<file path="config.mk">
export PLATFORM = sky130hd
export DESIGN_NAME = rmii_mac_tx
export DESIGN_NICKNAME = d
export VERILOG_FILES = /design/src/rtl/rmii_mac_pkg.sv /design/src/rtl/rmii_crc32_dibit.sv /design/src/rtl/rmii_mac_tx.sv
export SDC_FILE = /design/constraint.sdc
export NUM_CORES = 1
export LEC_CHECK = 0
export CAP_MARGIN = 20
export CORE_UTILIZATION = 54
export CTS_CLUSTER_DIAMETER = 80
export DETAILED_ROUTE_END_ITERATION = 10
export PLACE_DENSITY = 0.75
export SLEW_MARGIN = 20
export SYNTH_ARGS = -nofsm -noshare
export SYNTH_HDL_FRONTEND = slang
export SYNTH_SLANG_ARGS = --single-unit
</file>
<file path="constraint.sdc">
create_clock -name clock -period 2.64 [get_ports clock]
set_clock_uncertainty 0.2 [all_clocks]
set_input_delay 0.792 -clock clock [delete_from_list [all_inputs] [get_ports clock]]
set_output_delay 0.792 -clock clock [all_outputs]
set_load 0.1 [all_outputs]
</file>
<file path="src/rtl/rmii_mac_pkg.sv">
// rmii_mac_pkg: shared types, framing constants and the dibit CRC-32 step
// used by the RMII MAC transmitter.
package rmii_mac_pkg;

    typedef enum logic [2:0] {
        ST_IDLE     = 3'd0,
        ST_PREAMBLE = 3'd1,
        ST_DATA     = 3'd2,
        ST_PAD      = 3'd3,
        ST_FCS      = 3'd4,
        ST_DRAIN    = 3'd5,
        ST_IFG      = 3'd6
    } tx_state_e;

    localparam logic [7:0]  PREAMBLE_DIBITS  = 8'd32;
    localparam logic [1:0]  SFD_DIBIT        = 2'b11;
    localparam logic [1:0]  PREAMBLE_DIBIT   = 2'b01;
    localparam logic [7:0]  MIN_FRAME_DIBITS = 8'd240;
    localparam logic [7:0]  FCS_DIBITS       = 8'd16;
    localparam logic [31:0] CRC32_POLY_REFL  = 32'hEDB88320;
    localparam logic [31:0] CRC32_INIT       = 32'hFFFF_FFFF;

    // Advance a reflected CRC-32 by one dibit; din[0] is the earlier bit.
    function automatic logic [31:0] crc32_step2(input logic [31:0] crc_in,
                                                input logic [1:0]  din);
        logic [31:0] c;
        c = crc_in;
        for (int i = 0; i < 2; i++) begin
            if (c[0] ^ din[i]) begin
                c = (c >> 1) ^ CRC32_POLY_REFL;
            end else begin
                c = c >> 1;
            end
        end
        return c;
    endfunction

endpackage

</file>
<file path="src/rtl/rmii_crc32_dibit.sv">
// rmii_crc32_dibit: running CRC-32 (reflected 0xEDB88320, preset all ones)
// advanced by one dibit per enabled cycle. clr restarts it for a new frame.
module rmii_crc32_dibit
    import rmii_mac_pkg::*;
(
    input  logic        clock,
    input  logic        arst_n,
    input  logic        clr,
    input  logic        en,
    input  logic [1:0]  din,
    output logic [31:0] crc
);

    logic [31:0] crc_r;

    // CRC register: preset on reset or clear, stepped when a dibit is sent.
    always_ff @(posedge clock or negedge arst_n) begin
        if (!arst_n) begin
            crc_r <= CRC32_INIT;
        end else if (clr) begin
            crc_r <= CRC32_INIT;
        end else if (en) begin
            crc_r <= crc32_step2(crc_r, din);
        end else begin
            crc_r <= crc_r;
        end
    end

    assign crc = crc_r;

endmodule

</file>
<file path="src/rtl/rmii_mac_tx.sv">
// rmii_mac_tx: RMII MAC transmitter. Takes a 2-bit AXI payload stream, sends
// preamble + SFD, the payload, and then enforces the inter-frame gap.
// Build option RMII_MAC_TX_FCS_EN: pad short frames to 60 bytes with zero
// dibits and append the CRC-32 FCS. Without it, upstream supplies both.
module rmii_mac_tx
    import rmii_mac_pkg::*;
#(
    parameter int IFG_DIBITS = 48
) (
    input  logic       clock,
    input  logic       arst_n,
    input  logic       axi_tvalid,
    input  logic       axi_tlast,
    input  logic [1:0] axi_tdata,
    output logic       axi_tready,
    output logic [1:0] txd,
    output logic       txen,
    output logic       tx_underrun
);

    localparam logic [7:0] IFG_LAST  = 8'(IFG_DIBITS - 1);
    localparam logic [7:0] SFD_INDEX = PREAMBLE_DIBITS - 8'd1;

    tx_state_e  state_r;
    logic [7:0] cnt_r;
    logic [1:0] txd_r;
    logic       txen_r;
    logic       tx_underrun_r;
    logic       ready_s;
    tx_state_e  end_state_s;

`ifdef RMII_MAC_TX_FCS_EN
    localparam logic [7:0] FCS_LAST = FCS_DIBITS - 8'd1;

    logic [7:0]  frame_cnt_r;
    logic [7:0]  frame_cnt_inc_s;
    logic [31:0] crc_s;
    logic [31:0] fcs_s;
    logic [1:0]  fcs_dibit_s;
    logic        crc_clr_s;
    logic        crc_en_s;
    logic [1:0]  crc_din_s;
`endif

    // Ready decodes from state and counter only: SFD cycle, DATA and DRAIN.
    always_comb begin
        ready_s = 1'b0;
        case (state_r)
            ST_PREAMBLE:       ready_s = (cnt_r == SFD_INDEX);
            ST_DATA, ST_DRAIN: ready_s = 1'b1;
            default:           ready_s = 1'b0;
        endcase
    end

`ifdef RMII_MAC_TX_FCS_EN
    // Frame length, CRC feed and the FCS dibit selected by the FCS index.
    always_comb begin
        if (frame_cnt_r == MIN_FRAME_DIBITS) begin
            frame_cnt_inc_s = frame_cnt_r;
        end else begin
            frame_cnt_inc_s = frame_cnt_r + 8'd1;
        end
        crc_clr_s = (state_r == ST_IDLE);
        if (state_r == ST_PAD) begin
            crc_en_s  = 1'b1;
            crc_din_s = 2'b00;
        end else begin
            crc_en_s  = ready_s && axi_tvalid && (state_r != ST_DRAIN);
            crc_din_s = axi_tdata;
        end
        fcs_s       = ~crc_s;
        fcs_dibit_s = fcs_s[{cnt_r[3:0], 1'b0} +: 2];
    end

    // Payload plus pad dibit count, saturating at the minimum frame size.
    always_ff @(posedge clock or negedge arst_n) begin
        if (!arst_n) begin
            frame_cnt_r <= 8'd0;
        end else if (state_r == ST_IDLE) begin
            frame_cnt_r <= 8'd0;
        end else if (crc_en_s) begin
            frame_cnt_r <= frame_cnt_inc_s;
        end else begin
            frame_cnt_r <= frame_cnt_r;
        end
    end

    rmii_crc32_dibit u_crc (
        .clock  (clock),
        .arst_n (arst_n),
        .clr    (crc_clr_s),
        .en     (crc_en_s),
        .din    (crc_din_s),
        .crc    (crc_s)
    );
`endif

    // State entered after the dibit flagged with tlast has been accepted.
    always_comb begin
`ifdef RMII_MAC_TX_FCS_EN
        if (frame_cnt_inc_s < MIN_FRAME_DIBITS) begin
            end_state_s = ST_PAD;
        end else begin
            end_state_s = ST_FCS;
        end
`else
        end_state_s = ST_IFG;
`endif
    end

    // Transmit FSM; txd/txen hold the dibit to show in the following cycle.
    always_ff @(posedge clock or negedge arst_n) begin
        if (!arst_n) begin
            state_r       <= ST_IDLE;
            cnt_r         <= 8'd0;
            txd_r         <= 2'b00;
            txen_r        <= 1'b0;
            tx_underrun_r <= 1'b0;
        end else begin
            tx_underrun_r <= 1'b0;
            case (state_r)
                ST_IDLE: begin
                    cnt_r <= 8'd0;
                    if (axi_tvalid) begin
                        state_r <= ST_PREAMBLE;
                        txd_r   <= PREAMBLE_DIBIT;
                        txen_r  <= 1'b1;
                    end else begin
                        txd_r  <= 2'b00;
                        txen_r <= 1'b0;
                    end
                end
                ST_PREAMBLE, ST_DATA: begin
                    if (!ready_s) begin
                        // Still inside the preamble; the last one is the SFD.
                        cnt_r  <= cnt_r + 8'd1;
                        txd_r  <= (cnt_r == SFD_INDEX - 8'd1) ? SFD_DIBIT : PREAMBLE_DIBIT;
                        txen_r <= 1'b1;
                    end else if (axi_tvalid) begin
                        cnt_r   <= 8'd0;
                        txd_r   <= axi_tdata;
                        txen_r  <= 1'b1;
                        state_r <= axi_tlast ? end_state_s : ST_DATA;
                    end else begin
                        // Upstream starved an open frame: abort it on the wire.
                        cnt_r         <= 8'd0;
                        txd_r         <= 2'b00;
                        txen_r        <= 1'b0;
                        tx_underrun_r <= 1'b1;
                        state_r       <= ST_DRAIN;
                    end
                end
`ifdef RMII_MAC_TX_FCS_EN
                ST_PAD: begin
                    txd_r  <= 2'b00;
                    txen_r <= 1'b1;
                    if (frame_cnt_inc_s == MIN_FRAME_DIBITS) begin
                        state_r <= ST_FCS;
                        cnt_r   <= 8'd0;
                    end
                end
                ST_FCS: begin
                    txd_r  <= fcs_dibit_s;
                    txen_r <= 1'b1;
                    if (cnt_r == FCS_LAST) begin
                        state_r <= ST_IFG;
                        cnt_r   <= 8'd0;
                    end else begin
                        cnt_r <= cnt_r + 8'd1;
                    end
                end
`endif
                ST_DRAIN: begin
                    txd_r  <= 2'b00;
                    txen_r <= 1'b0;
                    if (axi_tvalid && axi_tlast) begin
                        state_r <= ST_IFG;
                        cnt_r   <= 8'd0;
                    end
                end
                ST_IFG: begin
                    txd_r  <= 2'b00;
                    txen_r <= 1'b0;
                    // Gap is counted only once txen is actually low on the wire.
                    if (!txen_r) begin
                        if (cnt_r == IFG_LAST) begin
                            state_r <= ST_IDLE;
                            cnt_r   <= 8'd0;
                        end else begin
                            cnt_r <= cnt_r + 8'd1;
                        end
                    end
                end
                default: begin
                    state_r <= ST_IDLE;
                    cnt_r   <= 8'd0;
                    txd_r   <= 2'b00;
                    txen_r  <= 1'b0;
                end
            endcase
        end
    end

    assign axi_tready  = ready_s;
    assign txd         = txd_r;
    assign txen        = txen_r;
    assign tx_underrun = tx_underrun_r;

endmodule

</file>
; Yosys cells after proc, flatten, opt, wreduce, memory -nomap -nowiden
; Cells that the tools add are included.
[word_totals]
regBits = 15
input_bits = 6
wordCells = 49
[classes]
addsub = 1
eq_ne = 12
mux = 25
reduce_logical = 6
[op_table]
columns = op, n
row1 = two-way mux 8 bit, 4
row2 = one-hot mux 8 bit (3 select lines), 1
row3 = two-way mux 3 bit, 7
row4 = "equality test 8 x 5 -> 1 bit, second input constant", 2
row5 = one-hot mux 3 bit (4 select lines), 1
row6 = "!= test 2 bit, second input constant", 5
row7 = "adder 8 x 1 -> 8 bit, second input constant", 1
row8 = "equality test 8 x 6 -> 1 bit, second input constant", 1
row9 = "equality test 3 bit, second input constant", 2
row10 = two-way mux 1 bit, 6
row11 = two-way mux 2 bit, 3
row12 = AND reduction 5 bit, 1
row13 = one-hot mux 1 bit (2 select lines), 2
row14 = one-hot mux 2 bit (2 select lines), 1
row15 = OR reduction 2 bit, 2
row16 = "equality test 3 x 1 -> 1 bit, second input constant", 1
row17 = "equality test 3 x 2 -> 1 bit, second input constant", 1
row18 = logical NOT 3 bit, 1
row19 = AND reduction 2 bit, 1
row20 = logical AND 1 bit, 1

; Logic depth before layout (Yosys ltp)
; Gate-level depths: netlist (run 1).
[logic_depth]
word_depth = 5
mapped_depth = 7
ltp_nobuf = 7

; Least setup slack after synthesis (run 1)
; No wires, ideal clock.
[synth_path]
kind = register to output
start = register cnt_r[5]
end = output port axi_tready
arrival_ns = 2.565
required_ns = 1.648
slack_ns = -0.917
path_stages_with_launch = 5
path_buffers = 0
path_cell_list = dfrtp_1 -> or4b_4 -> nor2_1 -> nor2_1 -> o22ai_1
[synth_between]
elab_chain_cells = 2
[synth_lines]
columns = item, line_no
row1 = from (decl), rmii_mac_tx.sv:25  ; logic [7:0] cnt_r;
row2 = from (signal assigned), rmii_mac_tx.sv:136  ; cnt_r <= cnt_r + 8'd1;
row3 = from (signal assigned), rmii_mac_tx.sv:190  ; cnt_r <= cnt_r + 8'd1;
row4 = equality test 8 x 5 -> 1 bit, rmii_mac_tx.sv:49  ; ST_PREAMBLE: ready_s = (cnt_r == SFD_INDEX);
row5 = one-hot mux 1 bit (2 select lines), rmii_mac_tx.sv:48  ; case (state_r)
row6 = to (decl), rmii_mac_tx.sv:15  ; output logic axi_tready,
; No other way between the ends.

; Worst setup path in the final report (run 1)
[layout_path]
start = register cnt_r[6]
end = output port axi_tready
; The elaborated chain is that of the path after synthesis.

==> results.sh, run 1 <==
export IMPL_synthTopCellsByArea="dfrtp_1, a21oi_1, o21ai_0"
export IMPL_cts_hold_buffers_added=0
export IMPL_outcome="finished, violations left"
export IMPL_buffer_ports_inserted=10
export IMPL_synth_edf_count=0
export IMPL_min_delay_path_depth=1
export IMPL_tritoncts="yes"
export IMPL_fillers=131
export IMPL_die_w_um=44.3
export IMPL_final_cell_area_um2=1190
export IMPL_p_total_uw=1250
export IMPL_cp_slowest_stage_delay_ns=0.54
export IMPL_rrSetupSlack_ns=0.32
export IMPL_drt_iter0_markers=25
export IMPL_critPathKind="flip-flop to output pin"
export IMPL_worstPathRequired_ns=1.65
export IMPL_crit_top_cell="nor2_1"
export IMPL_cts_max_path_buffers=2
export IMPL_slew_viol_final=0
export IMPL_synthFlopType="dfrtp_1"
export IMPL_synth_cell_types=42
export IMPL_hold_class="flip-flop to flip-flop"
export IMPL_syn_num_nets=110
export IMPL_io_pins=11
export IMPL_cp_depth=5
export IMPL_finalCritPeriodShare=1.03
export IMPL_p_leak_uw=0.000536
export IMPL_tightest_slew_ns=0.427
export IMPL_endpoint_kind="output pin"
export IMPL_hold_ws_ns=0.357
export IMPL_ant_nets=0
export IMPL_ff2ff_path_depth=7
export IMPL_ys_seq_area_frac=0.389
export IMPL_critPathTopFamily="simple AND/OR/NAND/NOR gates"
export IMPL_place_congestion=0.855
export IMPL_setup_viol_count_final=1
export IMPL_min_to="cnt_r[0]$_DFFE_PN0P_"
export IMPL_drive_gt1_frac=0.331
export IMPL_cts_root_buf="clkbuf_4"
export IMPL_finish_net_count=133
export IMPL_die_area_um2=1960
export IMPL_startpoint_type="flip-flop"
export IMPL_vdd_drop_max_v=0.000755
export IMPL_rsz0062_at_grt="true"
export IMPL_crit_path_cell_trace="or4b_4, nor2_1, nor2_1, o22ai_4, buf_12"
export IMPL_min_from="cnt_r[0]$_DFFE_PN0P_"
export IMPL_fmax_mhz=367
export IMPL_cts_buffers=3
export IMPL_seqCellArea_um2=377
export IMPL_syn_area_per_cell_um2=9.47
export IMPL_finalNonFillerCells=148
export IMPL_hold_viol=0
export IMPL_placed_area_um2=1130
export IMPL_r2r_end="cnt_r[3]$_DFFE_PN0P_"
export IMPL_place_inst=140
export IMPL_violations="setup timing"
export IMPL_grt_pass1_vias=805
export IMPL_clk_pin_slew_ns=0.09
export IMPL_synth_warning_count=0
export IMPL_setup_tns_ns=-0.0826
export IMPL_initial_utilization=0.606
export IMPL_synth_largest_area_cell="dfrtp_1"
export IMPL_cpMaxStageDelayCell="or4b_4"
export IMPL_grt_overflow_total=0
export IMPL_multi_input_area_um2=538
export IMPL_p_per_area_nw_per_um2=1050
export IMPL_relSlewSlack=0.712
export IMPL_antenna_cells=0
export IMPL_critPathMaxFanout=2
export IMPL_cts_max_level=1
export IMPL_avgViaCountPerCell=5.98
export IMPL_detail_route_wl_per_cell_um=14.6
export IMPL_synthCells=102
export IMPL_period_needed_ns=2.72
export IMPL_r2r_start="cnt_r[6]$_DFFE_PN0P_"
export IMPL_core_um2=1590
export IMPL_synth_top_cell_area_share=0.389
export IMPL_via_count=885
export IMPL_synth_seq_cells=15
export IMPL_grt_use_total=0.245
export IMPL_area_growth_pct=23.1
export IMPL_wl_um=2170
export IMPL_drt_pass1_iter_count=4
export IMPL_crit_arrival_ns=1.73
export IMPL_cts_sinks=15
export IMPL_syn_area_um2=966
export IMPL_grt_max_degree=16
export IMPL_clock_latency_ns=0.28
export IMPL_fp_dieH_um=44.3
export IMPL_grt_pass1_wl_um=3480
export IMPL_fin_ws_ns=-0.0826
export IMPL_cp_num_buf_inv=1
export IMPL_rows=14
export IMPL_drv_cap=0
export IMPL_async_flop_share=1.00
export IMPL_place_hpwl_um=1580
export IMPL_antenna_found_initial=0
export IMPL_remaining_drc_errors=0
[power breakdown]
group	leakage (uW)	total, uW	internal, uW	switching [uW]
Clock	0.0000177	131	56.1	74.7
Sequential	0.000199	345	283	61.2
Combinational	0.000320	779	296	483
[timing repair]
item / in CTS / in global routing
endpoints found under the setup margin: 1 / 1
pin swaps: 1 / 0
resized for setup: 0 / 2
buffers inserted: 4 / 0
[worst max-delay path by stage]
stage / startpoint / end / slack, ns
after detailed placement: cnt_r[7]$_DFFE_PN0P_ / axi_tready / 0.13
after global placement: cnt_r[7]$_DFFE_PN0P_ / axi_tready / 0.12
after floorplan: cnt_r[7]$_DFFE_PN0P_ / axi_tready / -0.02
after global routing: cnt_r[6]$_DFFE_PN0P_ / axi_tready / -0.15
final: cnt_r[6]$_DFFE_PN0P_ / axi_tready / -0.08
after CTS: cnt_r[6]$_DFFE_PN0P_ / axi_tready / -0.11
[routing by layer]
metal / GRT usage / vias up / wire (um)
li1: - / 418 / -
met1: 0.334 / 417 / 960
met2: 0.403 / 48 / 1030
met3: 0.0367 / 2 / 163
met4: 0.0727 / 0 / 13
met5: 0 / - / 0
[cells in the final DEF (no fill, tap or decap), types with 2 or more instances in the layout]
cell             instances
a21o_2                   2
a21oi_1                  7
a22o_1                   2
a31oi_1                  2
and3_1                   2
buf_4                   17
clkbuf_4                 3
clkdlybuf4s50_1          5
dfrtp_1                 14
inv_1                    5
nand2_1                  7
nand2b_1                 4
nand3_1                  4
nor2_1                   8
nor3_1                   2
nor4_1                   2
o21a_1                   2
o21ai_0                  7
o31ai_1                  2
[cells by family (layout without fill, tap and decap cells)]
logic type                 count (synthesis)  in the layout  share of synthesized area
AOI/OAI and AO/OA                         34             34                      0.253
xor gates and xnor gates                   1              1                    0.00907
adders and majority gates                  3              3                     0.0363
buffers and inverters                     10             32                     0.0712
DFF                                       15             15                      0.389
and+or+nand+nor                           39             39                      0.242
[synth_stat cells, types with 2 or more instances]
cell type / count
dfrtp_1: 15
nor2_1: 8
a21oi_1: 7
nand2_1: 7
o21ai_0: 7
inv_1: 5
nand2b_1: 4
nand3_1: 4
a21o_2: 2
a22o_1: 2
a31oi_1: 2
and3_1: 2
clkbuf_8: 2
ha_1: 2
nor3_1: 2
nor4_1: 2
o21a_1: 2
o22ai_1: 2
o31ai_1: 2
[flip-flops by register name (all words and copies together), names as in the netlist]
signal and cells:
cnt_r 8, state_r 3, tx_underrun 1, txd 2, txen 1
[layout make-up]
cell class / count / share of cell area
repair buffers: 23 / 0.166
clock buffers: 3 / 0.0189
flip-flops and latches: 15 / 0.317
multi-input cells: 77 / 0.453
clock inverters: 1 / 0.00421
well taps: 24 / 0.0253
inverters: 5 / 0.0158
[metrics by stage]
| stage | util | setup WS [ns] |
|---|---|---|
| 2_1_floorplan | - | -0.0231 |
| 3_3_place_gp | 0.707 | 0.118 |
| 3_5_place_dp | 0.707 | 0.127 |
| 4_1_cts | 0.743 | -0.106 |
| 5_1_grt | 0.746 | -0.152 |
| 6_report | 0.746 | -0.0826 |
Power figures use the tool's default switching activity.
==> run 2: changes to the inputs <==
Settings changed: CORE_MARGIN from default to 8.
==> results.sh, run 2 (same netlist as run 1, synthesis figures left out) <==
export IMPL_outcome="finished, violations left"
export IMPL_violations="setup timing"
export IMPL_p_comb_frac=0.621
export IMPL_min_delay_path_depth=1
export IMPL_drt_iter0_markers=34
export IMPL_place_hpwl_um=1530
export IMPL_cpMaxStageDelayCell="or4b_4"
export IMPL_avgViaCountPerCell=5.62
export IMPL_setup_viol_count_final=1
export IMPL_min_to="cnt_r[7]$_DFFE_PN0P_"
export IMPL_grt_pass1_vias=870
export IMPL_wl_um=2170
export IMPL_vdd_drop_max_v=0.000668
export IMPL_relSlewSlack=0.703
export IMPL_startpoint_type="flip-flop"
export IMPL_finalCritPeriodShare=1.04
export IMPL_crit_path_cell_trace="or4b_4, nor2_2, nor2_1, o22ai_4, buf_12"
export IMPL_cts_buffers=3
export IMPL_cts_hold_buffers_added=0
export IMPL_p_leak_uw=0.000534
export IMPL_rsz0062_at_grt="true"
export IMPL_antenna_found_initial=0
export IMPL_tightest_slew_ns=0.441
export IMPL_hold_class="flip-flop to flip-flop"
export IMPL_endpoint_kind="output pin"
export IMPL_remaining_drc_errors=0
export IMPL_die_area_um2=3400
export IMPL_area_growth_pct=24.9
export IMPL_final_core_util=0.706
export IMPL_ff2ff_path_depth=8
export IMPL_worstPathRequired_ns=1.65
export IMPL_fillers=120
export IMPL_ant_nets=0
export IMPL_clock_latency_ns=0.28
export IMPL_io_pins=11
export IMPL_p_per_area_nw_per_um2=1060
export IMPL_clk_pin_slew_ns=0.08
export IMPL_grt_max_degree=16
export IMPL_fmax_mhz=365
export IMPL_grt_pass1_wl_um=3880
export IMPL_cp_num_buf_inv=1
export IMPL_power_frac_seq=0.277
export IMPL_clock_power_share=0.102
export IMPL_switching_share=0.489
export IMPL_place_congestion=0.874
export IMPL_grt_use_total=0.143
export IMPL_r2r_end="cnt_r[3]$_DFFE_PN0P_"
export IMPL_cts_root_buf="clkbuf_4"
export IMPL_initial_utilization=0.566
export IMPL_cts_max_path_buffers=2
export IMPL_setup_tns_ns=-0.101
export IMPL_placed_area_um2=1140
export IMPL_cp_slowest_stage_delay_ns=0.55
export IMPL_fin_ws_ns=-0.101
export IMPL_drv_cap=0
export IMPL_largest_reg_flops=8
export IMPL_drive_gt1_frac=0.339
export IMPL_rows=15
export IMPL_layout_common_cells="buf_4, dfrtp_1"
export IMPL_via_count=838
export IMPL_finish_net_count=133
export IMPL_r2r_start="cnt_r[6]$_DFFE_PN0P_"
export IMPL_die_w_um=58.3
export IMPL_antenna_cells=0
export IMPL_cts_max_level=1
export IMPL_final_cell_area_um2=1210
export IMPL_tritoncts="yes"
export IMPL_drt_pass1_iter_count=4
export IMPL_switching_power_uw=625
export IMPL_hold_viol=0
export IMPL_critPathTopFamily="simple AND/OR/NAND/NOR gates"
export IMPL_layout_commonest_cell="buf_4"
export IMPL_core_um2=1710
export IMPL_critPathMaxFanout=2
export IMPL_buffer_ports_inserted=10
export IMPL_cts_sinks=15
export IMPL_rrSetupSlack_ns=0.32
export IMPL_period_needed_ns=2.74
export IMPL_grt_overflow_total=0
export IMPL_slew_viol_final=0
export IMPL_min_from="cnt_r[7]$_DFFE_PN0P_"
export IMPL_critPathKind="flip-flop to output pin"
export IMPL_fp_dieH_um=58.3
export IMPL_regMostFlops="cnt_r"
export IMPL_internal_power_uw=654
export IMPL_detail_route_wl_per_cell_um=14.5
export IMPL_crit_arrival_ns=1.75
## run 2: worst max-delay path by stage
stage | cells past startpoint | slack, ns | endpoint | start
6_report | 5 | -0.10 | axi_tready | cnt_r[6]$_DFFE_PN0P_
5_1_grt | 5 | -0.18 | axi_tready | cnt_r[6]$_DFFE_PN0P_
4_1_cts | 5 | -0.11 | axi_tready | cnt_r[6]$_DFFE_PN0P_
3_5_place_dp | 5 | 0.11 | axi_tready | cnt_r[7]$_DFFE_PN0P_
3_3_place_gp | 5 | 0.14 | axi_tready | cnt_r[5]$_DFFE_PN0P_
2_1_floorplan | 4 | -0.02 | axi_tready | cnt_r[7]$_DFFE_PN0P_
## run 2: stage by stage
stage | total power [uW] | instances | setup WS [ns] | hold slack [ns]
after floorplan | 969 | 102 | -0.0231 | 0.296
after global placement | 1130 | 142 | 0.142 | 0.323
after detailed placement | 1140 | 142 | 0.113 | 0.352
after CTS | 1280 | 149 | -0.107 | 0.374
after global routing | 1360 | 149 | -0.182 | 0.398
final | 1280 | 149 | -0.101 | 0.374
## run 2: metal layers
metal | global-route usage | part of all wire | up-vias
met5 | 0 | 0 | -
met4 | 0.0734 | 0.017 | 0
met3 | 0.0239 | 0.042 | 5
met2 | 0.227 | 0.49 | 24
met1 | 0.182 | 0.45 | 390
li1 | - | - | 419
## run 2: timing repair
item | 4_1_cts | 5_1_grt
buffers inserted | 3 | 0
resized for setup | 2 | 3
cloned | 0 | 0
pin swaps | 1 | 0
endpoints found under the setup margin | 1 | 1
## run 2: worst register-to-register path, stage by stage, from the launching register on
cell,delay [ns]
dfrtp_1,0.38
buf_4,0.13
buf_4,0.14
or2_2,0.26
nor4_1,0.40
o21ai_2,0.14
buf_4,0.18
and2_4,0.16
a22o_1,0.22
## run 2: cell type report
cell class,count,area (um^2),area share
Clock buffer,4,26.3,0.0218
Timing Repair Buffer,23,198,0.164
Tap cell,25,31.3,0.0259
Sequential cell,15,377,0.312
Inverter,5,18.8,0.0156
Multi-Input combinational cell,77,556,0.461
## run 2: power by group through the flow
| stage | combinational (uW) | clock (uW) | sequential [uW] |
|---|---|---|---|
| 3_3_place_gp | 781 | 0 | 352 |
| 4_1_cts | 797 | 136 | 349 |
| 6_report | 794 | 130 | 355 |
| 2_1_floorplan | 497 | 0 | 472 |
| 5_1_grt | 851 | 143 | 366 |
| 3_5_place_dp | 790 | 0 | 353 |
